`config.mk`:
```
export PLATFORM = sky130hd
export DESIGN_NAME = nfc_host_sequencer
export DESIGN_NICKNAME = d
export VERILOG_FILES = /design/src/rtl/nfc_host_pkg.sv /design/src/rtl/nfc_host_sequencer.sv
export SDC_FILE = /design/constraint.sdc
export NUM_CORES = 1
export LEC_CHECK = 0
export ABC_AREA = 0
export CAP_MARGIN = 10
export CORE_ASPECT_RATIO = 0.7
export CORE_MARGIN = 5
export CORE_UTILIZATION = 46
export CTS_CLUSTER_DIAMETER = 50
export DETAILED_ROUTE_END_ITERATION = 8
export GPL_TIMING_DRIVEN = 1
export HOLD_SLACK_MARGIN = 0.1
export MAX_ROUTING_LAYER = met4
export PLACE_DENSITY = 0.85
export SYNTH_ARGS = -nofsm -noshare
export SYNTH_HDL_FRONTEND = slang
export SYNTH_SLANG_ARGS = --single-unit
export TNS_END_PERCENT = 50
```
`constraint.sdc`:
```
create_clock -name clk -period 5.9 [get_ports clk]
set_clock_uncertainty 0.2 [all_clocks]
set_input_delay 0.885 -clock clk [delete_from_list [all_inputs] [get_ports clk]]
set_output_delay 0.885 -clock clk [all_outputs]
set_load 0.05 [all_outputs]
```
`src/rtl/nfc_host_pkg.sv`:
```
`timescale 1ns/1ps
// -----------------------------------------------------------------------------
// nfc_host_pkg
// Shared types and defaults for nfc_host_sequencer.
//   nfc_cmd_t   : controller opcode encoding driven on nfc_cmd / accepted on req_op
//   state_t     : sequencer FSM states
//   DEF_*       : default parameter values for the sequencer
//   is_known_op : true for the four opcodes the controller understands
// -----------------------------------------------------------------------------
package nfc_host_pkg;

  typedef enum logic [2:0] {
    CMD_NOP     = 3'd0,
    CMD_PROGRAM = 3'd1,
    CMD_READ    = 3'd2,
    CMD_RESET   = 3'd3,
    CMD_ERASE   = 3'd4
  } nfc_cmd_t;

  typedef enum logic [2:0] {
    ST_IDLE,
    ST_LOAD,
    ST_START,
    ST_WAIT,
    ST_DRAIN,
    ST_DONE
  } state_t;

  localparam int DEF_DATA_W     = 16;
  localparam int DEF_ADDR_W     = 16;
  localparam int DEF_PAGE_WORDS = 16;
  localparam int DEF_TMO_CYCLES = 4096;

  function automatic logic is_known_op(input logic [2:0] op);
    return (op == CMD_PROGRAM) || (op == CMD_READ) ||
           (op == CMD_RESET)   || (op == CMD_ERASE);
  endfunction

endpackage

```
`src/rtl/nfc_host_sequencer.sv`:
```
`timescale 1ns/1ps
// -----------------------------------------------------------------------------
// nfc_host_sequencer
// Host-side initiator for the NAND controller host port. Takes one page request
// (program / read / erase / reset), streams program data into the controller
// page buffer, launches the command, waits for nfc_done, drains read data to
// an output stream and returns a one-cycle completion status.
//
// Ports
//   clk, Reset                 : single rising-edge clock, synchronous active-high reset
//   req_valid/req_ready        : request handshake (ready only in IDLE)
//   req_op, req_addr           : opcode (nfc_cmd_t encoding) and row address
//   wr_valid/wr_ready/wr_data  : program-data stream in (ready only in LOAD)
//   rd_valid/rd_ready/rd_data  : read-data stream out
//   resp_valid/resp_err/resp_tmo : completion pulse with error / watchdog flags
//   nfc_cmd, nfc_start, RWA    : controller command, launch strobe, address
//   buf_sel/buf_we/buf_re/buf_in/buf_out : controller page-buffer access
//   nfc_done, command_error    : controller completion and its error flag
//
// Build option
//   NFC_TIMEOUT_EN : when defined, WAIT is bounded by a TMO_CYCLES watchdog
//                    (measured from nfc_start); otherwise WAIT is unbounded and
//                    resp_tmo is tied low.
// -----------------------------------------------------------------------------
module nfc_host_sequencer
  import nfc_host_pkg::*;
#(
  parameter int DATA_W     = DEF_DATA_W,
  parameter int ADDR_W     = DEF_ADDR_W,
  parameter int PAGE_WORDS = DEF_PAGE_WORDS,
  parameter int TMO_CYCLES = DEF_TMO_CYCLES
) (
  input  logic              clk,
  input  logic              Reset,
  input  logic              req_valid,
  output logic              req_ready,
  input  logic [2:0]        req_op,
  input  logic [ADDR_W-1:0] req_addr,
  input  logic              wr_valid,
  output logic              wr_ready,
  input  logic [DATA_W-1:0] wr_data,
  output logic              rd_valid,
  input  logic              rd_ready,
  output logic [DATA_W-1:0] rd_data,
  output logic              resp_valid,
  output logic              resp_err,
  output logic              resp_tmo,
  output logic [2:0]        nfc_cmd,
  output logic              nfc_start,
  output logic [ADDR_W-1:0] RWA,
  output logic              buf_sel,
  output logic              buf_we,
  output logic              buf_re,
  output logic [DATA_W-1:0] buf_in,
  input  logic [DATA_W-1:0] buf_out,
  input  logic              nfc_done,
  input  logic              command_error
);

  if (PAGE_WORDS < 2 || TMO_CYCLES < 2) begin : g_bad_cfg
    $error("nfc_host_sequencer: PAGE_WORDS and TMO_CYCLES must both be >= 2");
  end

  localparam int                CNT_W      = $clog2(PAGE_WORDS + 1);
  localparam logic [CNT_W-1:0]  LAST_WORD  = CNT_W'(PAGE_WORDS - 1);
  localparam logic [CNT_W:0]    PAGE_LIMIT = (CNT_W + 1)'(PAGE_WORDS);

  state_t              state_q, state_d;
  logic [2:0]          op_q, op_d;
  logic [ADDR_W-1:0]   addr_q, addr_d;
  logic [CNT_W-1:0]    wcnt_q, wcnt_d;
  logic                err_d;

  logic                req_ready_q, req_ready_d;
  logic                wr_ready_q, wr_ready_d;
  logic                buf_sel_q, buf_sel_d;
  logic                nfc_start_q, nfc_start_d;
  logic [2:0]          nfc_cmd_q, nfc_cmd_d;
  logic [ADDR_W-1:0]   rwa_q, rwa_d;
  logic                resp_valid_q, resp_valid_d;
  logic                resp_err_q, resp_err_d;
  logic                rd_valid_q, rd_valid_d;
  logic                re_q, re_d;
  logic [DATA_W-1:0]   rd_hold_q, rd_hold_d;

  logic                rd_acc;
  logic [CNT_W:0]      issued;

`ifdef NFC_TIMEOUT_EN
  localparam int               TMO_W    = $clog2(TMO_CYCLES);
  // WAIT starts the cycle after nfc_start, so the watchdog fires one count
  // early to land resp_valid exactly TMO_CYCLES after the launch strobe.
  localparam logic [TMO_W-1:0] TMO_LAST = TMO_W'(TMO_CYCLES - 2);
  logic [TMO_W-1:0]            tcnt_q, tcnt_d;
  logic                        tmo_d;
  logic                        resp_tmo_q;
`endif

  always_comb begin
    state_d = state_q;
    op_d    = op_q;
    addr_d  = addr_q;
    wcnt_d  = wcnt_q;
    err_d   = 1'b0;
`ifdef NFC_TIMEOUT_EN
    tmo_d   = 1'b0;
    tcnt_d  = (state_q == ST_WAIT) ? tcnt_q + 1'b1 : '0;
`endif

    // Page-buffer writes follow the wr handshake combinationally so the word
    // and its strobe reach the controller in the cycle they are accepted.
    buf_we = wr_ready_q && wr_valid;
    rd_acc = rd_valid_q && rd_ready;

    // Words already fetched = accepted + the one sitting in the output register.
    // A new fetch is allowed only when that register frees up this cycle.
    issued = {1'b0, wcnt_q} + {{CNT_W{1'b0}}, rd_valid_q};
    buf_re = (state_q == ST_DRAIN) && (!rd_valid_q || rd_ready) && (issued < PAGE_LIMIT);

    case (state_q)
      ST_IDLE: begin
        if (req_valid && req_ready_q) begin
          op_d   = req_op;
          addr_d = req_addr;
          wcnt_d = '0;
          case (req_op)
            CMD_PROGRAM:                    state_d = ST_LOAD;
            CMD_READ, CMD_RESET, CMD_ERASE: state_d = ST_START;
            default: begin
              state_d = ST_DONE;
              err_d   = 1'b1;
            end
          endcase
        end
      end
      ST_LOAD: begin
        if (buf_we) begin
          if (wcnt_q == LAST_WORD) begin
            wcnt_d  = '0;
            state_d = ST_START;
          end else begin
            wcnt_d = wcnt_q + 1'b1;
          end
        end
      end
      ST_START: state_d = ST_WAIT;
      ST_WAIT: begin
        if (nfc_done) begin
          if (op_q == CMD_READ && !command_error) begin
            state_d = ST_DRAIN;
            wcnt_d  = '0;
          end else begin
            state_d = ST_DONE;
            err_d   = command_error;
          end
        end
`ifdef NFC_TIMEOUT_EN
        else if (tcnt_q == TMO_LAST) begin
          state_d = ST_DONE;
          err_d   = 1'b1;
          tmo_d   = 1'b1;
        end
`endif
      end
      ST_DRAIN: begin
        if (rd_acc) begin
          if (wcnt_q == LAST_WORD) begin
            state_d = ST_DONE;
          end else begin
            wcnt_d = wcnt_q + 1'b1;
          end
        end
      end
      ST_DONE: state_d = ST_IDLE;
      default: state_d = ST_IDLE;
    endcase

    req_ready_d  = (state_d == ST_IDLE);
    wr_ready_d   = (state_d == ST_LOAD);
    buf_sel_d    = (state_d == ST_LOAD) || (state_d == ST_DRAIN);
    nfc_start_d  = (state_d == ST_START);
    nfc_cmd_d    = ((state_d == ST_START) || (state_d == ST_WAIT)) ? op_d : CMD_NOP;
    // Address stays on RWA from launch through completion; rejected opcodes
    // never reach the controller, so they leave RWA untouched.
    rwa_d        = (((state_d == ST_START) || (state_d == ST_WAIT) ||
                     (state_d == ST_DRAIN) || (state_d == ST_DONE)) && is_known_op(op_d))
                   ? addr_d : '0;
    resp_valid_d = (state_d == ST_DONE);
    resp_err_d   = err_d;

    rd_valid_d   = buf_re || (rd_valid_q && !rd_ready);
    re_d         = buf_re;
    // buf_out is only guaranteed the cycle after buf_re; keep a copy for stalls.
    rd_hold_d    = re_q ? buf_out : rd_hold_q;
  end

  always_ff @(posedge clk) begin
    op_q      <= op_d;
    addr_q    <= addr_d;
    rd_hold_q <= rd_hold_d;
    if (Reset) begin
      state_q      <= ST_IDLE;
      wcnt_q       <= '0;
      req_ready_q  <= 1'b1;
      wr_ready_q   <= 1'b0;
      buf_sel_q    <= 1'b0;
      nfc_start_q  <= 1'b0;
      nfc_cmd_q    <= CMD_NOP;
      rwa_q        <= '0;
      resp_valid_q <= 1'b0;
      resp_err_q   <= 1'b0;
      rd_valid_q   <= 1'b0;
      re_q         <= 1'b0;
`ifdef NFC_TIMEOUT_EN
      tcnt_q       <= '0;
      resp_tmo_q   <= 1'b0;
`endif
    end else begin
      state_q      <= state_d;
      wcnt_q       <= wcnt_d;
      req_ready_q  <= req_ready_d;
      wr_ready_q   <= wr_ready_d;
      buf_sel_q    <= buf_sel_d;
      nfc_start_q  <= nfc_start_d;
      nfc_cmd_q    <= nfc_cmd_d;
      rwa_q        <= rwa_d;
      resp_valid_q <= resp_valid_d;
      resp_err_q   <= resp_err_d;
      rd_valid_q   <= rd_valid_d;
      re_q         <= re_d;
`ifdef NFC_TIMEOUT_EN
      tcnt_q       <= tcnt_d;
      resp_tmo_q   <= tmo_d;
`endif
    end
  end

  assign req_ready  = req_ready_q;
  assign wr_ready   = wr_ready_q;
  assign buf_sel    = buf_sel_q;
  assign nfc_start  = nfc_start_q;
  assign nfc_cmd    = nfc_cmd_q;
  assign RWA        = rwa_q;
  assign resp_valid = resp_valid_q;
  assign resp_err   = resp_err_q;
  assign rd_valid   = rd_valid_q;
  assign buf_in     = buf_we ? wr_data : '0;
  assign rd_data    = !rd_valid_q ? '0 : (re_q ? buf_out : rd_hold_q);

`ifdef NFC_TIMEOUT_EN
  assign resp_tmo   = resp_tmo_q;
`else
  assign resp_tmo   = 1'b0;
`endif

endmodule
```
### Yosys cells after proc, flatten, opt, wreduce, memory -nomap -nowiden

Index checks and enable logic that the tools add are counted.

| word-level totals | value |
|---|---|
| register bits after elaboration | 70 |
| output and inout bits | 61 |

| operators by class | value |
|---|---|
| $add $sub $neg | 2 |
| order comparisons | 1 |
| equality and inequality tests | 25 |
| mux-type cells | 29 |
| bitwise operators | 2 |
| reduce and logical (&&, ||, !) cells | 28 |

Operators by type and width:

| kind | number |
|---|---|
| 16-bit two-way mux | 5 |
| 5-bit two-way mux | 7 |
| 3-bit by 2-bit equality test with 1-bit output (second input constant) | 9 |
| 3-bit two-way mux | 8 |
| 5-bit one-hot mux with 4 select lines | 1 |
| 3-bit equality test (second input constant) | 5 |
| 3-bit one-hot mux with 5 select lines | 1 |
| 3-bit by 1-bit equality test with 1-bit output (second input constant) | 4 |
| 2-bit inequality test (second input constant) | 6 |
| 1-bit logical OR | 9 |
| 1-bit logical AND | 8 |
| 7-bit AND reduction | 1 |
| 5-bit by 1-bit adder with 6-bit output | 1 |
| 3-bit zero test | 2 |
| 6-bit by 5-bit < comparator with 1-bit output (second input constant) | 1 |
| 3-bit one-hot mux with 2 select lines | 1 |
| 5-bit by 1-bit adder with 5-bit output (second input constant) | 1 |
| 5-bit by 4-bit equality test with 1-bit output (second input constant) | 1 |
| 1-bit two-way mux | 5 |
| 4-bit nonzero test | 1 |
| 2-bit OR reduction | 2 |
| 4-bit OR reduction | 1 |
| 1-bit zero test | 3 |
| 3-bit OR reduction | 1 |
| 2 further kinds | 3 |

### Longest topological paths before layout

Gate-level depths: netlist (run 1).

| logic depth | value |
|---|---|
| depth after elaboration | 12 |
| gate-level depth with buffers | 8 |
| gate-level depth less buffers | 8 |

### Worst setup path after synthesis (run 1)

No wires, ideal clock.

| timing | value |
|---|---|
| kind | register to output |
| start | register re_q |
| end | output rd_data[10] |
| data arrival time | 1583 ps |
| required time | 4815 ps |
| path slack | 3232 ps |
| cell stages (with the launch flop) | 5 |
| path buffers | 2 |
| path through | dfxtp_1 -> clkbuf_1 -> clkbuf_1 -> mux2_2 -> and2_1 |

| on the way | value |
|---|---|
| cells in the longest elaborated chain, start to end | 2 |

Ends and longest elaborated chain:

| item | RTL line | source |
|---|---|---|
| start, declared | nfc_host_sequencer.sv:83 | `logic re_q, re_d;` |
| start signal, assigned | nfc_host_sequencer.sv:230 | `re_q <= re_d;` |
| 16-bit two-way mux (2 in series) | nfc_host_sequencer.sv:248 | `assign rd_data = !rd_valid_q ? '0 : (re_q ? buf_out : rd_hold_q);` |
| end, declared | nfc_host_sequencer.sv:44 | `output logic [DATA_W-1:0] rd_data,` |

Every way passes these cells.

### Worst setup path after layout (run 1)

| timing | value |
|---|---|
| start | register state_q[2] |
| end | output buf_re |

| on the way | value |
|---|---|
| cells in the longest elaborated chain, start to end | 3 |

Ends and longest elaborated chain:

| item | RTL line | source |
|---|---|---|
| start, declared | nfc_host_sequencer.sv:68 | `state_t state_q, state_d;` |
| start signal, assigned | nfc_host_sequencer.sv:219 | `state_q <= state_d;` |
| 3-bit equality test | nfc_host_sequencer.sv:118 | `buf_re = (state_q == ST_DRAIN) && (!rd_valid_q \|\| rd_ready) && (issued < PAGE_LIMIT);` |
| 1-bit logical AND (2 in series) | nfc_host_sequencer.sv:118 |  |
| end, declared | nfc_host_sequencer.sv:53 | `output logic buf_re,` |

Every way passes these cells.

==> results.txt, run 1 <==
final WL: 7120 um
number of flops mapped to enable cells by yosys: 0
Syn-to-layout area delta: 48.9%
Area contributors post-synth: dfxtp_1 48%, mux2_2 14%, nor2b_1 4.5%
CP Data Arrival Time: 2.75 ns
Syn Nets: 338
Die W: 105 um
row cnt: 24
Worst setup SP type: register
Compound-Gate Fraction of Synth Area: 0.0960
Synth Area in XOR/XNOR: 0.00300
Mapped Cells: 277
RSZ-0062 raised after global routing: false
clock sink count: 70
Synth top area share: 0.480
endpoints failing setup: 0
DIE AREA: 8060 um2
Post-CTS Setup Bufs: 0
actual slew at the worst max-slew pin: 1.11 ns
Routed Antenna Nets: 0
Final WS setup: 2.07 ns
Place WS: 2.08 ns
largest net degree at the start of global routing: 23
maximum vdd drop: 0.000245 V
RR Startpoint: state_q[1]
Seq/Total Area, Yosys: 0.480
Power, Total: 1900 uW
CTS tree: done
GPL Wtd Cong: 0.886
wire length per cell: 15.1 um
CTS Hold Bufs: 0
relative slew slack: 0.261
Final Hold Viols: 0
htree depth: 3
vias in the first global route: 2328
first-pass GRT wire length: 11600 um
Most used DFF post-synth: dfxtp_1
largest family of logic cells by synthesized area: simple AND/OR/NAND/NOR gates
cell with the most instances after synthesis: dfxtp_1
Skew-Pair Late Insertion Delay: 0.34 ns
biggest area consumer among synthesized cells: dfxtp_1
period utilisation layout: 0.649
Critical Path Sink Type: primary output
Synth Area in Adders: 0.0129
DR pass1 iterations: 4
PortBufs: 117
Slew Viols, Final: 0
maxcap violations: 0
CTS root buffer: clkbuf_8
Req. time, crit path: 4.82 ns
CTS resizes: 0
f_max: 261 MHz
Distinct cells, synth: 54
# diodes: 0
share of cells above drive strength 1: 0.152
Multi-input gate area: 1420 um2
Die Y: 76.7 um
via count: 2374
status: finished, final reports clean
Core ar.: 6190 um2
hold path startpoint: rd_hold_q[10]
area share of and/or/nand/nor cells after synthesis: 0.230
Initial Util: 0.472
Post-Synthesis Cell Area: 2920 um2
CP max FO: 16
Via-to-Cell Ratio: 5.03
ys async rst share: 0
post-synthesis mux area share: 0.142
Iter 0 DRT Violations: 119
register area: 1400 um2
nets: 450
I/O pin total: 119
TritonCTS buffer count: 9
Leak: 0.00170 uW
Warnings, synthesis: 0
Hold WC Path Type: reg2reg
dpl hpwl: 5550 um
Period minus WS final: 3.83 ns
type of the worst setup path: reg2out
DRC errors left: 0
CTS Buffer Depth: 2
FILL cells: 464
Power Density: 438 nW/um2
setup_tns: 0 ns
Worst-path clk slew: 0.08 ns
Tot GR Track Use: 0.181
initial antenna violation count: 0
FF+latch count, synth: 70
Critical Path Start: state_q[2]
Mean Syn Cell Area: 10.5 um2
synth cell count leaders: 70 x dfxtp_1, 35 x mux2_2, 21 x nor2b_1, 17 x and3_1, 16 x and2_1
total global routing overflow: 0
-- layer usage --
layer | part of all wire | track usage | vias to the layer above
met5 | 0 | - | -
li1 | - | - | 1207
met3 | 0.070 | 0.0696 | 8
met1 | 0.46 | 0.234 | 1084
met4 | 0.0091 | 0.0434 | 0
met2 | 0.46 | 0.267 | 75
-- registers in the layout, summed over array words and instances, names as in the netlist --
register    flops
nfc_start       1
re_q            1
wr_ready        1
op_q            3
rd_valid        1
req_ready       1
addr_q         16
rd_hold_q      16
state_q         3
buf_sel         1
wcnt_q          5
nfc_cmd         3
resp_err        1
RWA            16
resp_valid      1
-- through the flow --
| step | instance area (um2) | utilization | instances | hold WS, ns |
|---|---|---|---|---|
| floorplan | 2920 | - | 277 | 0.245 |
| global placement | 4120 | 0.666 | 456 | 0.250 |
| detailed placement | 4120 | 0.666 | 456 | 0.256 |
| CTS | 4350 | 0.703 | 472 | 0.275 |
| global route | 4350 | 0.703 | 472 | 0.286 |
| finish | 4350 | 0.703 | 472 | 0.273 |
-- worst max-delay path: stages (launching register included) --
cell             delay [ns]
dfxtp_1                0.63
or3b_1                 0.56
a211o_1                0.36
inv_1                  0.06
clkdlybuf4s50_1        0.79
-- final cells by class --
class	instances	area share
multi-input combinational	183	0.326
timing repair buffer	117	0.269
sequential	70	0.322
inverter	8	0.00691
clock inverter	7	0.0242
clock buffer	9	0.0285
tap	78	0.0225
-- where the power goes --
part | switching (uW) | internal (uW) | leakage (uW)
combinational | 401 | 343 | 0.00101
clock | 191 | 244 | 0.000112
sequential | 83.0 | 638 | 0.000579
-- cells in the final DEF, fill, tap and decap left out, drive strengths merged, types with 2 or more instances in the layout --
| master | n |
|---|---|
| a211oi | 2 |
| a21oi | 9 |
| and2 | 16 |
| and3 | 17 |
| bufinv | 2 |
| clkbuf | 9 |
| clkdlybuf4s50 | 117 |
| dfxtp | 70 |
| ha | 3 |
| inv | 11 |
| mux2 | 35 |
| mux2i | 2 |
| nand2 | 8 |
| nand2b | 6 |
| nand3 | 3 |
| nand3b | 4 |
| nand4 | 3 |
| nor2 | 9 |
| nor2b | 21 |
| nor3b | 2 |
| nor4 | 3 |
| o211ai | 2 |
| o21ai | 4 |
| o221a | 2 |
| o221ai | 2 |
| o31ai | 2 |
| o32ai | 2 |
| or3 | 2 |
| or3b | 4 |
| or4b | 2 |
-- cells by family after synthesis --
family / after synthesis
AND/OR/NAND/NOR: 107
XOR/XNOR: 1
flip-flops: 70
multiplexers: 37
AO/OA/AOI/OAI: 34
other: 1
adder cells (fa/ha/maj): 3
buffers and inverters: 24
-- final timing paths --
check | slack (ns) | depth (start not counted) | end
setup / recovery | 2.07 | 4 | buf_re
hold / removal | 0.27 | 1 | rd_hold_q[10]
setup reg to reg | 3.31 | 4 | RWA[8]
hold reg to reg | 0.27 | 1 | rd_hold_q[10]
(Power assumes the default switching activity.)
==> run 2: changes to the inputs <==
Settings changed: CORE_UTILIZATION 46 to 43, PLACE_DENSITY 0.85 to 0.8.
Clock period 5.9 ns to 3.9 ns, I/O delays scaled along.
==> run 2 against run 1 <==
Compared with the run above: combinational power increased by 54%; first-iteration DRC count decreased by 49%; worst hold slack got worse by 0.0037 ns; global-route usage about the same.
==> results.txt, run 2 (synthesized netlist as in run 1, its figures left out) <==
status: finished, final reports clean
row cnt: 25 (+4.2%)
RR Startpoint: wcnt_q[0]
DRC errors left: 0 (unchanged)
maxcap violations: 0 (unchanged)
CTS Hold Bufs: 0 (unchanged)
Syn-to-layout area delta: 50.1%
via count: 2406 (+1.3%)
Die Y: 78.9 um (+3.0%)
slowest CP cell: clkdlybuf4s50_1
final core occ: 0.658 (-0.0450)
Post-CTS Setup Bufs: 0 (unchanged)
CP max FO: 16 (unchanged)
FILL cells: 558 (+20%)
period utilisation layout: 0.870
Hold WC Path Type: reg2reg
PortBufs: 117 (unchanged)
R2R depth: 6 (+2)
maximum vdd drop: 0.000407 V (+66%)
reg2reg setup slack: 1.34 ns (-1.97 ns)
hold path startpoint: addr_q[1]
Period minus WS final: 3.39 ns
type of the worst setup path: reg2out
CP Data Arrival Time: 2.61 ns (-0.14 ns)
Tot GR Track Use: 0.181 (+0.000428)
CTS resizes: 0 (unchanged)
TritonCTS buffer count: 9 (unchanged)
Req. time, crit path: 3.12 ns (-1.70 ns)
WHS Endpoint: addr_q[1]
crit-path max cell delay: 0.79 ns (about the same)
Final WS setup: 0.509 ns (-1.56 ns)
finished layout cell area: 4380 um2 (+0.81%)
vias in the first global route: 2427 (+4.3%)
Worst-path clk slew: 0.07 ns (about the same)
GPL Wtd Cong: 0.790 (-11%)
Leak: 0.00171 uW (+0.44%)
f_max: 295 MHz
Largest delay share family, worst path: buffers and inverters
Power Density: 655 nW/um2 (+50%)
final WL: 7410 um (+4.0%)
Die W: 108 um (+3.1%)
Final Hold Viols: 0 (unchanged)
most common cell after layout, fill and taps aside: clkdlybuf4s50_1
CTS tree: done
CP Buf/Inv Count: 2 (unchanged)
RSZ-0062 raised after global routing: false
clock sink count: 70 (unchanged)
CTS Buffer Depth: 2 (unchanged)
Via-to-Cell Ratio: 4.91 (-2.4%)
Slew Viols, Final: 0 (unchanged)
share of cells above drive strength 1: 0.157 (+0.00428)
CTS root buffer: clkbuf_8
DIE AREA: 8560 um2 (+6.2%)
Worst R2R End: RWA[7]
initial antenna violation count: 0 (unchanged)
relative slew slack: 0.545 (+0.285)
crit-path cells: or3b_1 > a211o_1 > inv_1 > clkdlybuf4s50_1
Initial Util: 0.438 (-0.0338)
most frequent cells in the layout: 117 x clkdlybuf4s50_1, 70 x dfxtp_1, 35 x mux2_2
# diodes: 0 (unchanged)
wire length per cell: 15.1 um (+0.21%)
actual slew at the worst max-slew pin: 0.681 ns (-0.427 ns)
endpoints failing setup: 0 (unchanged)
setup_tns: 0 ns (unchanged)
Place WS: 0.682 ns (-1.40 ns)
htree depth: 3 (unchanged)
Critical Path Sink Type: primary output
first-pass GRT wire length: 11900 um (+2.2%)
Skew-Pair Late Insertion Delay: 0.33 ns (about the same)
Iter 0 DRT Violations: 61 (-49%)
nets: 453 (+0.67%)
dpl hpwl: 5600 um (+0.90%)
I/O pin total: 119 (unchanged)
Worst setup SP type: register
depth of the worst hold-timing path: 1 (unchanged)
Routed Antenna Nets: 0 (unchanged)
Core ar.: 6660 um2 (+7.7%)
DR pass1 iterations: 4 (unchanged)
total global routing overflow: 0 (unchanged)
largest net degree at the start of global routing: 23 (unchanged)
Post-DP Area: 4160 um2 (+1.0%)
[run 2: cell types whose count changed in the layout (fill, tap and decap cells not counted)]
cell        delta
buf_4          +3
clkbuf_8       +1
clkinvlp_4     +1
inv_6          -2
inv_8          -1
[run 2: stage by stage]
step	instances	power [uW]	hold slack [ns]
5_1_grt	490	3030	0.288
6_report	490	2870	0.269
3_3_place_gp	475	2210	0.250
4_1_cts	490	2890	0.274
3_5_place_dp	475	2250	0.256
2_1_floorplan	277	1900	0.245
[run 2: power by group]
| group | switching (uW) | total [uW] | leakage (uW) | internal (uW) |
|---|---|---|---|---|
| clock network | 265 | 640 | 0.000105 | 375 |
| logic | 622 | 1150 | 0.00103 | 526 |
| registers | 114 | 1080 | 0.000579 | 966 |
[run 2: worst max path at each step]
stage	slack, ns	to	from	cells after the start
2_1_floorplan	1.53	rd_data[10]	re_q	4
3_3_place_gp	0.74	buf_re	rd_ready	5
3_5_place_dp	0.68	buf_re	rd_ready	5
4_1_cts	0.50	buf_re	state_q[1]	4
5_1_grt	0.40	buf_re	state_q[1]	4
6_report	0.51	buf_re	state_q[1]	4
[run 2: cell type report]
cell class | instances | area (um2) | area share
timing repair buffer | 120 | 1190 | 0.272
multi-input combinational | 183 | 1420 | 0.324
clock inverter | 5 | 83.8 | 0.0191
tap | 94 | 118 | 0.0268
clock buffer | 10 | 138 | 0.0314
inverter | 8 | 30.0 | 0.00685
sequential | 70 | 1400 | 0.320
[run 2: layer usage]
| metal | part of all wire | GRT usage | up-vias |
|---|---|---|---|
| met3 | 0.072 | 0.0617 | 11 |
| li1 | - | - | 1201 |
| met2 | 0.46 | 0.283 | 67 |
| met1 | 0.45 | 0.226 | 1127 |
| met5 | 0 | - | - |
| met4 | 0.010 | 0.0479 | 0 |
